<file path="src/rtl/ps2_kb_pkg.sv">
// Shared types and constants for the PS/2 keyboard receiver and set-2 to HID decoder.
package ps2_kb_pkg;

    typedef enum logic [1:0] {
        RX_IDLE,
        RX_DATA,
        RX_PARITY,
        RX_STOP
    } rx_state_t;

    localparam logic [7:0] PFX_EXT = 8'hE0;
    localparam logic [7:0] PFX_BRK = 8'hF0;

    localparam logic [7:0] HID_NONE  = 8'h00;
    localparam logic [7:0] HID_W     = 8'h1A;
    localparam logic [7:0] HID_S     = 8'h16;
    localparam logic [7:0] HID_A     = 8'h04;
    localparam logic [7:0] HID_D     = 8'h07;
    localparam logic [7:0] HID_SPACE = 8'h2C;
    localparam logic [7:0] HID_UP    = 8'h52;
    localparam logic [7:0] HID_DOWN  = 8'h51;
    localparam logic [7:0] HID_LEFT  = 8'h50;
    localparam logic [7:0] HID_RIGHT = 8'h4F;

    // HID_NONE doubles as "not mapped"; no real key maps to 8'h00.
    function automatic logic [7:0] set2_to_hid(input logic [7:0] code, input logic ext);
        logic [7:0] hid;
        hid = HID_NONE;
        if (ext) begin
            case (code)
                8'h75:   hid = HID_UP;
                8'h72:   hid = HID_DOWN;
                8'h6B:   hid = HID_LEFT;
                8'h74:   hid = HID_RIGHT;
                default: hid = HID_NONE;
            endcase
        end else begin
            case (code)
                8'h1D:   hid = HID_W;
                8'h1B:   hid = HID_S;
                8'h1C:   hid = HID_A;
                8'h23:   hid = HID_D;
                8'h29:   hid = HID_SPACE;
                default: hid = HID_NONE;
            endcase
        end
        return hid;
    endfunction

endpackage

</file>
<file path="src/rtl/ps2_frame_rx.sv">
// PS/2 serial frame receiver: line synchronizers, start/data/parity/stop FSM and
// inactivity timeout. Strobes are combinational in the cycle the final edge is seen.
module ps2_frame_rx
    import ps2_kb_pkg::*;
#(
    parameter int TIMEOUT_CYCLES = 50000
) (
    input  logic       Clk,
    input  logic       Reset_n,
    input  logic       ps2_clk,
    input  logic       ps2_data,
    output logic [7:0] data_byte,
    output logic       byte_strobe,
    output logic       err_strobe
);

    localparam int TW = $clog2(TIMEOUT_CYCLES + 1);

    logic clk_s1, clk_s2, clk_prev;
    logic data_s1, data_s2;
    logic fall;

    rx_state_t state_q, state_d;
    logic [2:0]    bit_q, bit_d;
    logic [7:0]    shift_q, shift_d;
    logic          perr_q, perr_d;
    logic [TW-1:0] tmo_q, tmo_d;

    always_ff @(posedge Clk) begin
        if (!Reset_n) begin
            clk_s1   <= 1'b1;
            clk_s2   <= 1'b1;
            clk_prev <= 1'b1;
            data_s1  <= 1'b1;
            data_s2  <= 1'b1;
        end else begin
            clk_s1   <= ps2_clk;
            clk_s2   <= clk_s1;
            clk_prev <= clk_s2;
            data_s1  <= ps2_data;
            data_s2  <= data_s1;
        end
    end

    assign fall = clk_prev & ~clk_s2;

    always_ff @(posedge Clk) begin
        if (!Reset_n) begin
            state_q <= RX_IDLE;
            bit_q   <= '0;
            shift_q <= '0;
            perr_q  <= 1'b0;
            tmo_q   <= '0;
        end else begin
            state_q <= state_d;
            bit_q   <= bit_d;
            shift_q <= shift_d;
            perr_q  <= perr_d;
            tmo_q   <= tmo_d;
        end
    end

    always_comb begin
        state_d     = state_q;
        bit_d       = bit_q;
        shift_d     = shift_q;
        perr_d      = perr_q;
        tmo_d       = '0;
        byte_strobe = 1'b0;
        err_strobe  = 1'b0;

        if (fall) begin
            case (state_q)
                RX_IDLE: begin
                    if (!data_s2) begin
                        state_d = RX_DATA;
                        bit_d   = '0;
                    end
                end
                RX_DATA: begin
                    shift_d = {data_s2, shift_q[7:1]};
                    bit_d   = bit_q + 3'd1;
                    if (bit_q == 3'd7) state_d = RX_PARITY;
                end
                RX_PARITY: begin
                    // Odd parity: data plus parity bit must have an odd number of ones.
                    perr_d  = ~(^{data_s2, shift_q});
                    state_d = RX_STOP;
                end
                RX_STOP: begin
                    if (data_s2 && !perr_q) byte_strobe = 1'b1;
                    else                    err_strobe  = 1'b1;
                    state_d = RX_IDLE;
                end
                default: state_d = RX_IDLE;
            endcase
        end else if (state_q != RX_IDLE) begin
            if (tmo_q == TW'(TIMEOUT_CYCLES - 1)) begin
                state_d    = RX_IDLE;
                err_strobe = 1'b1;
            end else begin
                tmo_d = tmo_q + TW'(1);
            end
        end
    end

    assign data_byte = shift_q;

endmodule

</file>
<file path="src/rtl/ps2_keycode.sv">
// PS/2 keyboard front end: turns set-2 make/break sequences into the HID code of
// the most recently pressed mapped key, with change and error pulses.
module ps2_keycode
    import ps2_kb_pkg::*;
#(
    parameter int TIMEOUT_CYCLES = 50000
) (
    input  logic       Clk,
    input  logic       Reset_n,
    input  logic       ps2_clk,
    input  logic       ps2_data,
    output logic [7:0] keycode,
    output logic       key_valid,
    output logic       frame_err
);

    logic [7:0] rx_byte;
    logic       rx_strobe;
    logic       rx_err;
    logic       ext_q, brk_q;
    logic [7:0] hid;

    ps2_frame_rx #(
        .TIMEOUT_CYCLES(TIMEOUT_CYCLES)
    ) u_rx (
        .Clk        (Clk),
        .Reset_n    (Reset_n),
        .ps2_clk    (ps2_clk),
        .ps2_data   (ps2_data),
        .data_byte  (rx_byte),
        .byte_strobe(rx_strobe),
        .err_strobe (rx_err)
    );

    assign hid = set2_to_hid(rx_byte, ext_q);

    always_ff @(posedge Clk) begin
        if (!Reset_n) begin
            keycode   <= HID_NONE;
            key_valid <= 1'b0;
            frame_err <= 1'b0;
            ext_q     <= 1'b0;
            brk_q     <= 1'b0;
        end else begin
            key_valid <= 1'b0;
            frame_err <= rx_err;
            if (rx_err) begin
                ext_q <= 1'b0;
                brk_q <= 1'b0;
            end else if (rx_strobe) begin
                if (rx_byte == PFX_EXT) begin
                    ext_q <= 1'b1;
                end else if (rx_byte == PFX_BRK) begin
                    brk_q <= 1'b1;
                end else begin
                    ext_q <= 1'b0;
                    brk_q <= 1'b0;
                    // Only the last-pressed key is tracked; releasing any other key is ignored.
                    if (hid != HID_NONE) begin
                        if (!brk_q && hid != keycode) begin
                            keycode   <= hid;
                            key_valid <= 1'b1;
                        end else if (brk_q && hid == keycode) begin
                            keycode   <= HID_NONE;
                            key_valid <= 1'b1;
                        end
                    end
                end
            end
        end
    end

endmodule
</file>
<file path="config.mk">
export PLATFORM = sky130hd
export DESIGN_NAME = ps2_keycode
export DESIGN_NICKNAME = d
export VERILOG_FILES = /design/src/rtl/ps2_kb_pkg.sv /design/src/rtl/ps2_frame_rx.sv /design/src/rtl/ps2_keycode.sv
export SDC_FILE = /design/constraint.sdc
export NUM_CORES = 1
export LEC_CHECK = 0
export BUFFER_PORTS_ARGS = -buffer_cell sky130_fd_sc_hd__buf_4
export CORE_MARGIN = 10
export CORE_UTILIZATION = 64
export DETAILED_ROUTE_END_ITERATION = 7
export PLACE_DENSITY = 0.94
export SYNTH_ARGS = -nofsm -noshare
export SYNTH_HDL_FRONTEND = slang
export SYNTH_SLANG_ARGS = --single-unit
</file>
<file path="constraint.sdc">
create_clock -name Clk -period 7.48 [get_ports Clk]
set_input_delay 1.122 -clock Clk [delete_from_list [all_inputs] [get_ports Clk]]
set_output_delay 1.122 -clock Clk [all_outputs]
set_load 0.005 [all_outputs]
</file>
### After elaboration in Yosys (flattened, before gate mapping)

Cells that the tools add are included.

| storage, ports and cells | value |
|---|---|
| register bits | 47 |

| cells by class | value |
|---|---|
| add/sub/neg operators | 2 |
| eq/ne operators | 22 |
| muxes and demuxes | 26 |
| bitwise operators | 10 |
| reduce and logical (&&, ||, !) cells | 23 |

Operators with widths:

| cell | number |
|---|---|
| $eq 8x7->1 const B | 4 |
| $pmux 6 s5 | 1 |
| $pmux 7 s4 | 1 |
| $eq 8x5->1 const B | 3 |
| $mux 8 | 3 |
| $add 16x1->16 const B | 1 |
| $eq 16x16->1 const B | 1 |
| $eq 8x6->1 const B | 2 |
| $eq 8x8->1 const B | 2 |
| $mux 1 | 13 |
| $mux 2 | 5 |
| $reduce_bool 2->1 | 5 |
| $not 1->1 | 9 |
| $reduce_xor 9->1 | 1 |
| $eq 8x8->1 | 1 |
| $ne 8x8->1 | 1 |
| $pmux 2 s4 | 1 |
| $reduce_and 2->1 | 4 |
| $reduce_bool 8->1 | 1 |
| $ne 3x3->1 const B | 2 |
| $pmux 3 s2 | 1 |
| $reduce_and 6->1 | 1 |
| $reduce_or 6->1 | 1 |
| $eq 2x2->1 const B | 2 |
| 13 further kinds | 17 |

### Logic depth before layout (Yosys ltp)

Gate-level depths: netlist of run 1.

| depth | value |
|---|---|
| word-level depth | 7 |
| mapped depth | 11 |
| gate-level depth less buffers | 11 |

### By module

A second synthesis of run 1 with hierarchy kept.

| unflattened totals | value |
|---|---|
| cells, all modules | 299 |
| area total of the unflattened synthesis | 2,676.3 um2 |

By module, submodules not included:

| module | times used | cells an instance | area an instance (um2) | seq. area each (um2) |
|---|---|---|---|---|
| ps2_frame_rx | 1 | 171 | 1,639.1 | 700.7 |
| ps2_keycode | 1 | 128 | 1,037.2 | 220.2 |

### Least setup slack after synthesis of run 1

Ideal clock, no wire load.

| timing path | value |
|---|---|
| path kind | register to register |
| from | register u_rx.shift_q[2], in the netlist u_rx.data_byte[2] |
| to | register keycode[3] |
| arrival | 3,208 ps |
| data required time | 7,408 ps |
| path slack | 4,200 ps |
| cell stages (with the launch flop) | 12 |
| buffers on the path | 0 |
| clock period less this slack | 3,280 ps |
| cells stage by stage | dfxtp_1 > inv_1 > ha_1 > a41oi_2 > a31oi_2 > nor2b_1 > or4b_1 > or4_1 > ha_1 > or3_1 > a31oi_2 > mux2i_1 |

| between the ends | value |
|---|---|
| longest elaborated chain between the ends | 7 |
| elaborated cells on any way between the ends | 24 |

Ends and longest elaborated chain:

| item | RTL line | text |
|---|---|---|
| start, declared | ps2_frame_rx.sv:25 | `logic [7:0] shift_q, shift_d;` |
| start signal, assigned | ps2_frame_rx.sv:57 | `shift_q <= shift_d;` |
| $eq 8x6->1, or another cell as far along | ps2_kb_pkg.sv:38 | `case (code)` |
| $pmux 6 s5 or $pmux 7 s4 (tied branches) | ps2_kb_pkg.sv:38, ps2_kb_pkg.sv:30 |  |
| $mux 8 | ps2_kb_pkg.sv:29 | `if (ext) begin` |
| $ne 8x8->1 or $eq 8x8->1 (tied branches) | ps2_keycode.sv:60, ps2_keycode.sv:63 |  |
| $logic_and 1x1->1, on equally long branches | ps2_keycode.sv:60, ps2_keycode.sv:63 |  |
| $reduce_bool 2->1 (no line) | - |  |
| $reduce_and 6->1 (no line) | - |  |
| end signal, assigned | ps2_keycode.sv:61 | `keycode <= hid;` |
| end, declared | ps2_keycode.sv:12 | `output logic [7:0] keycode,` |

Several ways; a longest one is shown, not always the timed one.
A chain may end at the register's enable or synchronous reset.

### Worst setup path after layout of run 1

| timing path | value |
|---|---|
| from | register u_rx.shift_q[2], in the netlist u_rx.data_byte[2] |
| to | register keycode[4] |

The elaborated chain is that of the path after synthesis.

==> results.json, run 1 <==
{
  "status": "finished, final reports clean",
  "start_kind": "flop",
  "power_density_mw_per_mm2": 161,
  "end_kind": "flop",
  "fmaxAchievable_mhz": 275,
  "cts_buffer_depth": 2,
  "grt_pass1_vias": 1978,
  "h-tree-depth": 2,
  "use_met1": 0.156,
  "cap_viol_max_count": 0,
  "gr-usage-met3": 0.0449,
  "hold_violations": 0,
  "area_growth_pct": 9.00,
  "grt_use_met2": 0.241,
  "synth_top_family_by_area": "simple AND/OR/NAND/NOR gates",
  "cts_sinks": 46,
  "fin_crit_sh": 0.486,
  "worst_skew_pair.late_latency_ns": 0.31,
  "setup_viol": 0,
  "synth_top_cells_by_count": "46 x dfxtp_1, 33 x nand2_1, 25 x nor2_1, 22 x ha_1, 21 x nand3_1",
  "dr.pass1.iters": 4,
  "worstMarginPinSlew_ns": 0.559,
  "tns_ns": 0,
  "synth.mux.area_fraction": 0.0277,
  "gp_congestion": 0.913,
  "synth_fa_ha_area_frac": 0.109,
  "synth.top_cell.area_share": 0.364,
  "yosysMostFrequentCell": "dfxtp_1",
  "n_antenna_cell": 0,
  "synthesis.area_mm2": 0.00253,
  "busiest_layer": "met2",
  "cts_resized": 0,
  "drive_above_1_share": 0.0820,
  "synth-simple-area-share": 0.251,
  "wire_per_inst_um": 14.1,
  "final_net_count": 330,
  "dp_slack_ns": 3.91,
  "routed-via-count": 2093,
  "fp-row-count": 22,
  "maxSlewViolCount": 0,
  "worstPathRequired_ns": 7.72,
  "async_flop_share": 0,
  "grt_overflow": 0,
  "holdBufCountCts": 0,
  "postCtsSetupBuffers": 0,
  "synth-seq-cells": 46,
  "dp.cells": 345,
  "synth_nets": 319,
  "rsz0062_at_grt": "no",
  "synthFlopType": "dfxtp_1",
  "nFillCells": 290,
  "grt_pass1_wl_um": 8550,
  "cts_tree": "done",
  "synth_area_leaders": "dfxtp_1 36%, ha_1 11%, nand2_1 4.9%",
  "holdWs_ns": 0.412,
  "period_minus_slack_ns": 3.63,
  "via_per_inst": 5.93,
  "yosys_warnings": 0,
  "synth_xor_area_frac": 0.0727,
  "max_slew_margin": 0.624,
  "ant_nets": 0,
  "cp_max_fo": 7,
  "drc": 0,
  "hold_path_class": "flop to flop",
  "final_area_mm2": 0.00276,
  "arrival_ns": 3.87,
  "synth_compound_area_frac": 0.133,
  "antenna_found_initial": 0,
  "numCtsBuffers": 5,
  "avgSynthCellArea_um2": 8.64,
  "timing.final.ws_setup_ns": 3.85,
  "die_y_um": 82.9,
  "root_buffer": "clkbuf_8",
  "peakVddDrop_mv": 0.174,
  "grtUsageTotal": 0.143,
  "clock_skew_ns": 0.00440,
  "core_area_mm2": 0.00374,
  "grt_max_degree": 34,
  "die_w_um": 82.9,
  "synth_largest_area_cell": "dfxtp_1",
  "io_pins": 14,
  "io_buffers": 12,
  "seq_area_frac_synth": 0.364,
  "critPathKind": "flop to flop",
  "start_util": 0.676,
  "fin_cells": 353,
  "wl_um": 4980,
  "dieArea_mm2": 0.00687,
  "place_area_mm2": 0.00265,
  "syn_inst": 293,
  "leakage_uw": 0.000984,
  "path_clk_slew_ns": 0.08,
  "drt_iter0_markers": 138,
  "synth-edff-count": 0,
  "dp_hpwl_um": 3690,
  "synthDistinctLibCells": 47
}
## cell type report
class | count | area, um2 | share of cell area
multi-input combinational | 221 | 1510 | 0.546
sequential | 46 | 921 | 0.334
timing repair buffer | 13 | 97.6 | 0.0354
clock buffer | 6 | 72.6 | 0.0263
inverter | 17 | 63.8 | 0.0231
tap | 48 | 60.1 | 0.0218
clock inverter | 2 | 37.5 | 0.0136
## report_power, final
part | switching, uW | internal, uW
clock network | 86.1 | 99.7
logic | 6.37 | 5.90
registers | 1.17 | 246
## flip-flops by register name, summed over array words and instances, names as in the netlist
signal / cells
keycode: 7
frame_err: 1
u_rx.state_q: 2
u_rx.data_s1: 1
u_rx.data_s2: 1
u_rx.clk_s1: 1
u_rx.bit_q: 3
u_rx.data_byte: 8
u_rx.tmo_q: 16
ext_q: 1
u_rx.clk_prev: 1
u_rx.perr_q: 1
key_valid: 1
brk_q: 1
u_rx.clk_s2: 1
## metal layers
metal / vias up / part of all wire
met3: 13 / 0.049
li1: 1042 / -
met1: 981 / 0.44
met5: - / 0
met2: 57 / 0.49
met4: 0 / 0.022
## cells by family (layout without fill, tap and decap cells)
kind of cell,count (synthesis),in the layout
fa+ha+maj,22,22
compound gates,46,46
mux,7,7
flops,46,46
xor+xnor,21,21
simple gates,124,124
buf+inv,26,38
other cells,1,1
## worst max-delay path: stages, from the launching register on
cell,delay (ns)
dfxtp_1,0.43
inv_1,0.09
ha_1,0.26
a41oi_2,0.32
a31oi_2,0.09
nor2b_1,0.16
or4b_1,0.50
or4_1,0.41
ha_1,0.30
or3_1,0.41
a31oi_2,0.37
mux2i_1,0.23
## metrics by stage
| stage | total power (uW) | utilization |
|---|---|---|
| floorplan | 262 | - |
| global placement | 265 | 0.708 |
| detailed placement | 266 | 0.708 |
| CTS | 448 | 0.737 |
| global route | 461 | 0.737 |
| finish | 446 | 0.737 |
## path summary, 6_finish.rpt
check                    start           to  slack (ns)  cells after the start
max          u_rx.data_byte[2]   keycode[4]        3.85                     11
min                u_rx.clk_s1  u_rx.clk_s2        0.41                      1
max reg2reg  u_rx.data_byte[2]   keycode[4]        3.85                     11
min reg2reg        u_rx.clk_s1  u_rx.clk_s2        0.41                      1
## cell usage in the layout (no fill, tap or decap), types with 2 or more instances in the layout
cell type  instances
nor2_1            25
buf_4             13
a31oi_2            2
o21a_1             2
nand2_1           33
nor2b_1            5
nor3_1             4
o211ai_1           2
nand4_1            6
clkbuf_8           5
a21oi_1            3
and2_1             3
nand2b_1           9
xnor2_1           12
or3_1              4
ha_1              22
a22oi_1            5
o22ai_1            4
mux2i_1            7
nor4bb_1           2
nand3_1           21
and4_1             2
dfxtp_1           46
a31oi_1            2
xor2_1             9
nand4_2            2
o21ai_0            7
a21boi_0          12
inv_1             17
Note: power is estimated with default switching activity, not from simulation.
==> run 2, diff against run 1 <==
ABC_AREA = 1   (was unset)
CORE_UTILIZATION = 60   (was 64)
PLACE_DENSITY = 0.89   (was 0.94)
clock period = 3.8 ns   (was 7.48 ns; I/O delays follow)
==> run 2 against run 1 <==
Die area rose by 6.2%. Non-clock buffer count fell by 1. Synthesized cell count rose by 22%. Final area rose by 2.6%. Hold slack improved by 0.014 ns. Total power rose by 110%.
==> results.json, run 2 <==
{
  "status": "finished, final reports clean",
  "avgSynthCellArea_um2": 7.20,
  "ant_nets": 0,
  "start_kind": "flop",
  "synthFlopType": "dfxtp_1",
  "dp_hpwl_um": 3760,
  "dieArea_mm2": 0.00730,
  "synth-seq-cells": 46,
  "yosys_warnings": 0,
  "io_pins": 14,
  "max_slew_margin": 0.610,
  "die_w_um": 85.4,
  "syn_inst": 357,
  "synth-edff-count": 0,
  "critPathSlowestCell": "dfxtp_1",
  "cap_viol_max_count": 0,
  "layout_commonest_cell": "nand2_1",
  "setup_viol": 0,
  "routed-via-count": 2271,
  "drt_iter0_markers": 153,
  "via_per_inst": 5.39,
  "n_antenna_cell": 0,
  "end_kind": "flop",
  "cts_sinks": 46,
  "fp-row-count": 23,
  "wire_per_inst_um": 12.2,
  "critPathKind": "flop to flop",
  "root_buffer": "clkbuf_8",
  "synthesis.area_mm2": 0.00257,
  "nFillCells": 311,
  "wl_um": 5140,
  "cts_resized": 0,
  "io_buffers": 12,
  "synth_area_leaders": "dfxtp_1 36%, ha_1 11%, nand2_1 9.9%",
  "tns_ns": 0,
  "hold_path_depth": 1,
  "period_minus_slack_ns": 2.89,
  "total_power_uw": 947,
  "grt_overflow": 0,
  "crit_top_cell": "nor2_1",
  "dr.pass1.iters": 4,
  "top_register": "u_rx.tmo_q",
  "synth_top_cells_by_count": "68 x nand2_1, 48 x nor2_1, 46 x dfxtp_1, 40 x inv_1, 25 x nand3_1",
  "place_area_mm2": 0.00269,
  "final_cell_mix": "68 x nand2_1, 48 x nor2_1, 46 x dfxtp_1, 40 x inv_1, 25 x nand3_1",
  "gp_congestion": 0.915,
  "synth_largest_area_cell": "dfxtp_1",
  "dp.cells": 413,
  "synth_nets": 383,
  "fmaxAchievable_mhz": 346,
  "hold_path_class": "flop to flop",
  "core_area_mm2": 0.00406,
  "final_area_mm2": 0.00283,
  "slowest_delay_ns": 0.34,
  "die_y_um": 85.4,
  "cts_buffer_depth": 2,
  "grt_pass1_vias": 2186,
  "holdBufCountCts": 0,
  "grtUsageTotal": 0.148,
  "async_flop_share": 0,
  "numCtsBuffers": 5,
  "leakage_uw": 0.00113,
  "cp_max_fo": 8,
  "worstMarginPinSlew_ns": 0.583,
  "yosysMostFrequentCell": "nand2_1",
  "h-tree-depth": 2,
  "path_clk_slew_ns": 0.09,
  "r2r.worst_path.cells": 17,
  "drc": 0,
  "maxSlewViolCount": 0,
  "final_net_count": 396,
  "area_growth_pct": 10.2,
  "clock_skew_ns": 0.00954,
  "synth.top_cell.area_share": 0.358,
  "grt_max_degree": 22,
  "fin_cells": 421,
  "antenna_found_initial": 0,
  "crit_chain": "inv_1 -> ha_1 -> nand2_1 -> nor2_1 -> nor2_1 -> nand3_1 -> nand2_1 -> xor2_1 -> nand2_1 -> nor2_1 -> nand2_1 -> ha_1 -> nor3_4 -> inv_2 -> nor2_4 -> nor2_1 -> nor2_1",
  "drive_above_1_share": 0.0943,
  "worst_skew_pair.late_latency_ns": 0.30,
  "postCtsSetupBuffers": 0,
  "grt_pass1_wl_um": 9340,
  "cts_tree": "done",
  "synthDistinctLibCells": 32,
  "seq_area_frac_synth": 0.358,
  "worstPathRequired_ns": 4.04,
  "fin_crit_sh": 0.760,
  "peakVddDrop_mv": 0.373,
  "largest_reg_flops": 16,
  "arrival_ns": 3.12,
  "hold_violations": 0,
  "rsz0062_at_grt": "no",
  "start_util": 0.633,
  "power_density_mw_per_mm2": 335
}
[run 2: changes by cell type after synthesis, sizes merged, moves of 10 or more]
cell,previous run,this run
nor2,25,51
o21ai,7,17
a21boi,12,0
a21oi,3,21
inv,17,44
nand2,33,70
[run 2: cell type report]
class	count	area, um2	area share
clock buffers	5	68.8	0.0243
clock inverters	3	68.8	0.0243
inverters	45	169	0.0597
multi-input cells	260	1450	0.512
flip-flops and latches	46	921	0.325
well taps	50	62.6	0.0221
repair buffers	12	90.1	0.0318
[run 2: report_power, final]
group          switching (uW)  internal, uW  total, uW  leakage [uW]
Sequential               2.53           485        487      0.000372
Clock                     172           264        435     0.0000683
Combinational            15.0          9.12       24.1      0.000692
Total                     189           758        947       0.00113
[run 2: kinds of logic (layout without fill, tap and decap cells)]
kind of cell	Yosys count	in the layout	share of synthesized area
flip-flops	46	46	0.358
other	1	1	0.00146
XOR/XNOR	12	12	0.0409
adder cells (fa/ha/maj)	22	22	0.107
buffers and inverters	51	65	0.0770
AO/OA/AOI/OAI	44	44	0.0911
AND/OR/NAND/NOR	181	181	0.324
[run 2: critical path, delay by kind of cell (launching register included)]
kind | cells | cell delay [ns]
xor+xnor | 1 | 0.14
fa+ha+maj | 2 | 0.55
flops | 1 | 0.34
buf+inv | 2 | 0.22
simple gates | 12 | 1.57
[run 2: worst paths after layout]
path | from | endpoint | slack [ns]
setup / recovery | u_rx.data_byte[7] | keycode[3] | 0.91
hold / removal | u_rx.clk_s1 | u_rx.clk_s2 | 0.43
setup reg to reg | u_rx.data_byte[7] | keycode[3] | 0.91
hold reg to reg | u_rx.clk_s1 | u_rx.clk_s2 | 0.43
[run 2: stage by stage]
step                hold WS (ns)   util  setup WS (ns)
finish                     0.426  0.698          0.913
floorplan                  0.393      -           1.37
detailed placement         0.408  0.664          0.952
global route               0.440  0.698          0.606
global placement           0.394  0.664           1.07
CTS                        0.429  0.698          0.915
[run 2: layer usage]
metal  up-vias  part of all wire  GRT usage
li1       1175                 -          -
met1      1034              0.45      0.162
met2        52              0.49      0.266
met3        10             0.045     0.0392
met4         0             0.016     0.0509
met5         -                 0          0
